### src/rtl/seq_u_bam_mul.sv
// Sequential unsigned broken-array multiplier: one partial-product row per cycle,
// rows below h_cut and columns below v_cut are dropped from the exact 2N-bit sum.
//
// state | meaning
// IDLE  | waiting for operands, in_ready=1
// CALC  | adding one masked row per cycle
// DONE  | result held on the output until out_ready
module seq_u_bam_mul #(
  parameter int N  = 8,
  parameter int HW = $clog2(N) + 1,
  parameter int VW = $clog2(2 * N) + 1
) (
  input  logic            clk,
  input  logic            rst,
  input  logic [N-1:0]    a,
  input  logic [N-1:0]    b,
  input  logic [HW-1:0]   h_cut,
  input  logic [VW-1:0]   v_cut,
  input  logic            in_valid,
  output logic            in_ready,
  output logic [2*N-1:0]  seq_u_bam_mul_out,
  output logic            out_valid,
  input  logic            out_ready
);

  localparam int RW = $clog2(N + 1) + 1;

  typedef enum logic [1:0] {IDLE, CALC, DONE} state_t;

  state_t          state;
  logic [N-1:0]    a_r;
  logic [N-1:0]    b_r;
  logic [HW-1:0]   h_r;
  logic [VW-1:0]   v_r;
  logic [RW-1:0]   row;
  logic [2*N-1:0]  acc;
  logic [2*N-1:0]  out_r;
  logic            out_valid_r;
  logic            in_ready_r;

  logic [N-1:0]    keep_mask;
  logic [N-1:0]    b_shift;
  logic            row_active;
  logic            last_row;
  logic [2*N-1:0]  row_sum;
  logic [2*N-1:0]  acc_next;
  logic [RW-1:0]   row_start;

  assign in_ready          = in_ready_r;
  assign out_valid         = out_valid_r;
  assign seq_u_bam_mul_out = out_r;

  // Rows at or beyond N contribute nothing; they only occur when h_cut >= N.
  assign b_shift    = b_r >> row;
  assign row_active = (int'(row) < N) && (int'(row) >= int'(h_r)) && b_shift[0];
  assign last_row   = int'(row) >= (N - 1);
  assign row_start  = (int'(h_cut) >= N) ? RW'(N) : RW'(h_cut);

  always_comb begin
    keep_mask = '0;
    for (int i = 0; i < N; i++) begin
      keep_mask[i] = (i + int'(row)) >= int'(v_r);
    end
    row_sum = '0;
    if (row_active) begin
      row_sum = {{N{1'b0}}, a_r & keep_mask} << row;
    end
    acc_next = acc + row_sum;
  end

  always_ff @(posedge clk) begin
    if (rst) begin
      state       <= IDLE;
      a_r         <= '0;
      b_r         <= '0;
      h_r         <= '0;
      v_r         <= '0;
      row         <= '0;
      acc         <= '0;
      out_r       <= '0;
      out_valid_r <= 1'b0;
      in_ready_r  <= 1'b1;
    end else begin
      case (state)
        IDLE: begin
          if (in_valid) begin
            a_r        <= a;
            b_r        <= b;
            h_r        <= h_cut;
            v_r        <= v_cut;
            acc        <= '0;
            row        <= row_start;
            in_ready_r <= 1'b0;
            state      <= CALC;
          end
        end
        CALC: begin
          acc <= acc_next;
          row <= row + RW'(1);
          if (last_row) begin
            out_r       <= acc_next;
            out_valid_r <= 1'b1;
            state       <= DONE;
          end
        end
        DONE: begin
          if (out_ready) begin
            out_valid_r <= 1'b0;
            in_ready_r  <= 1'b1;
            state       <= IDLE;
          end
        end
        default: begin
          out_valid_r <= 1'b0;
          in_ready_r  <= 1'b1;
          state       <= IDLE;
        end
      endcase
    end
  end

endmodule

### config.mk
export PLATFORM = sky130hd
export DESIGN_NAME = seq_u_bam_mul
export DESIGN_NICKNAME = d
export VERILOG_FILES = /design/src/rtl/seq_u_bam_mul.sv
export SDC_FILE = /design/constraint.sdc
export NUM_CORES = 1
export LEC_CHECK = 0
export ABC_AREA = 1
export BUFFER_PORTS_ARGS = -buffer_cell sky130_fd_sc_hd__buf_2
export CAP_MARGIN = 5
export CORE_MARGIN = 2
export CORE_UTILIZATION = 57
export DETAILED_ROUTE_END_ITERATION = 8
export GPL_TIMING_DRIVEN = 0
export PLACE_DENSITY = 0.8
export SYNTH_ARGS = -nofsm -noshare
export SYNTH_HDL_FRONTEND = slang
export SYNTH_SLANG_ARGS = --single-unit
### constraint.sdc
create_clock -name clk -period 4.82 [get_ports clk]
set_input_delay 0 -clock clk [delete_from_list [all_inputs] [get_ports clk]]
set_output_delay 0 -clock clk [all_outputs]
set_load 0.01 [all_outputs]
==> results.toml <==
[worst_setup_path]
required_ns = 5.09
critPathLaunchType = "flop"
cp_slowest_stage_delay_ns = 0.48
arrival_ns = 4.69
crit_type = "reg2reg"
cp_max_fo = 14
cp.buffers_inverters = 3
end_kind = "flop"
regToRegSetupSlack_ns = 0.40
slowest_stage = "dfxtp_1"
path_common_cell = "nand2_1"
path_delay_family = "simple AND/OR/NAND/NOR gates"

[clock_network]
clk_pin_slew_ns = 0.08
insertion_delay_ns = 0.35
clock-sinks = 66
tritoncts = "done"
clk_path_buf_depth = 2
htree_levels = 3
postCtsSetupRepairBufs = 0
root_buffer = "clkbuf_8"
cts_buffers = 9

[grt]
grt_pass1_wl_mm = 23.8
grt_usage_pct = 31.0
grt_overflow_total = 0
antenna_found_initial = 0
grt_pass1_vias = 5085
grt_max_degree = 15

[synth]
yosysSeqAreaShare_pct = 26.6
ys_warn_count = 0
ys_types = 37
syn_area_per_cell_sq_um = 6.60
synth_fp_nets = 842
synth_seq_cells = 66
syn_inst = 753
syn_area_sq_mm = 0.00497

[placed_design]
port_buffers = 46
dpl.hpwl_mm = 10.3
place_congestion = 0.921
placed_cells = 907

[floorplanning]
start_util_pct = 57.8
ioPinCount = 47
fp.dieH_um = 97.4
core_sq_mm = 0.00859
die_x_um = 97.4
num_rows = 34
dieArea_sq_mm = 0.00948

[final_layout]
fin_cells = 951
final_nets = 927
final-seq-area_sq_mm = 0.00132
fillers = 720
multiInputGateArea_sq_mm = 0.00315
drive_gt1_share_pct = 13.8
num_antenna_cells = 0
syn2layout_area_growth_pct = 18.1

[power]
peakVddDrop_mv = 0.251
p_leak_nw = 3.05
power.density_mw_per_mm2 = 286
power_mw = 1.68

[routing]
first_iter_violations = 412
route.vias.total = 5219
wl_mm = 14.2
drtAntennaViolNets = 0
routedWlPerCell_um = 14.9
routed_via_density = 5.49
drc_errors = 0
first_pass_iters = 5

[sta]
finalClockSkew_ns = 0.00905
slew_headroom_pct = 51.2
tightest_slew_ns = 0.732
rsz0062_at_grt = "no"
layout_min_cycle_time_ns = 4.42
finalSetupTns_ns = 0
finalCritPeriodShare_pct = 91.7
slew_violations = 0
finalHoldViolCount = 0
setup_violations = 0
fmax_mhz = 226

[outcome]
status = "finished clean"

[min_path]
hold_class = "in2reg"

[job]
drv_cap = 0
[registers in the layout (all words and copies together), names as in the netlist]
register	count
a_r	8
acc	16
b_r	8
h_r	4
in_ready	1
out_valid	1
row	5
seq_u_bam_mul_out	16
state	2
v_r	5
[path summary, 6_finish.rpt]
check | from | to | cells past startpoint
min | b[7] | b_r[7] | 4
max reg2reg | row[1] | acc[12] | 26
min reg2reg | h_r[1] | h_r[1] | 2
max | row[1] | acc[12] | 26
[placed cells by master, fill, tap and decap left out, types with 5 or more instances in the layout]
cell	count
nand3_2	5
a21oi_1	56
xor2_1	14
a21oi_2	9
ha_1	59
nor2_2	5
dlygate4sd3_1	28
clkbuf_8	10
inv_1	79
o21ai_1	7
o21ai_0	44
nand3_1	65
buf_2	56
nor2_1	100
inv_2	7
clkbuf_1	11
nand2_1	170
dfxtp_1	65
[routing by layer]
layer / vias to the layer above / track usage (%) / share of wire (%)
met5: - / 0 / 0
met1: 2368 / 40.0 / 43
li1: 2611 / - / -
met2: 213 / 54.0 / 47
met3: 27 / 3.81 / 7.3
met4: 0 / 9.51 / 2.0
[through the flow]
step	util (%)	hold slack [ns]	cell area [sq um]	setup slack [ns]
floorplan	-	0.145	4970	1.20
global route	68.3	0.465	5870	0.0627
finish	68.3	0.444	5870	0.400
CTS	68.3	0.432	5870	0.217
detailed placement	62.1	0.255	5340	0.268
global placement	62.1	0.249	5340	0.314
[layout make-up]
type	count	share of cell area [%]
repair buffers	74	8.69
inverters	88	5.65
clock buffers	10	2.34
plain buffers	30	2.86
flip-flops and latches	66	22.5
clock inverters	6	1.92
multi-input cells	569	53.7
well taps	108	2.30
[worst register-to-register path, stage by stage, from the launching register on]
cell and delay, ns:
dfxtp_1 0.48, buf_4 0.25, inv_2 0.11, clkbuf_2 0.27, ha_1 0.33, nor2_1 0.12, nor2_1 0.05, xor2_1 0.15
ha_1 0.30, nand2_1 0.07, nor2_1 0.10, nand2_1 0.06, nand3_1 0.10, nand3_1 0.10, nand3_1 0.13, nand2_1 0.06
nand2_1 0.05, nand2_1 0.07, nor2_1 0.15, ha_1 0.31, a21oi_1 0.25, o21ai_0 0.14, nand2_1 0.07, nand3_1 0.08
xor2_1 0.32, nand2_1 0.09, a21oi_1 0.13
[synth_stat cells (all sizes together)]
cell	count	area share, %
nand2	174	13
nor2	105	8.2
inv	86	6.5
nand3	70	7.6
dfxtp	66	27
a21oi	65	7.2
ha	59	15
o21ai	51	5.1
buf	18	2.4
xor2	14	2.5
clkbuf	12	0.91
nand4	4	0.50
o211ai	4	0.60
xnor2	4	0.70
a21o	3	0.45
or2	3	0.38
and3	2	0.25
clkinv	2	0.18
nand3b	2	0.30
a211oi	1	0.15
a31oi	1	0.13
a32oi	1	0.18
and2	1	0.13
fa	1	0.40
nor3	1	0.10
nor4	1	0.13
o21a	1	0.15
o21bai	1	0.15
[cell families (layout without fill, tap and decap cells)]
| kind of cell | after synthesis | count (layout) | synth area share [%] |
|---|---|---|---|
| AO/OA/AOI/OAI | 128 | 128 | 14.2 |
| XOR/XNOR | 18 | 18 | 3.17 |
| adder cells (fa/ha/maj) | 60 | 60 | 15.3 |
| buffers and inverters | 118 | 208 | 9.97 |
| flip-flops | 66 | 66 | 26.6 |
| AND/OR/NAND/NOR | 363 | 363 | 30.9 |
[power by group]
group | internal, mW | total [mW] | switching (mW) | leakage [nW]
Clock | 0.360 | 0.592 | 0.232 | 0.127
Sequential | 0.576 | 0.600 | 0.0238 | 0.540
Combinational | 0.179 | 0.488 | 0.309 | 2.38
[what timing repair did]
item                       4_1_cts  5_1_grt
setup endpoints to repair        0       17
hold endpoints to repair        29        0
resized for setup                0        4
hold buffers                    28        0
No activity file was read; power rests on OpenSTA's default activity.
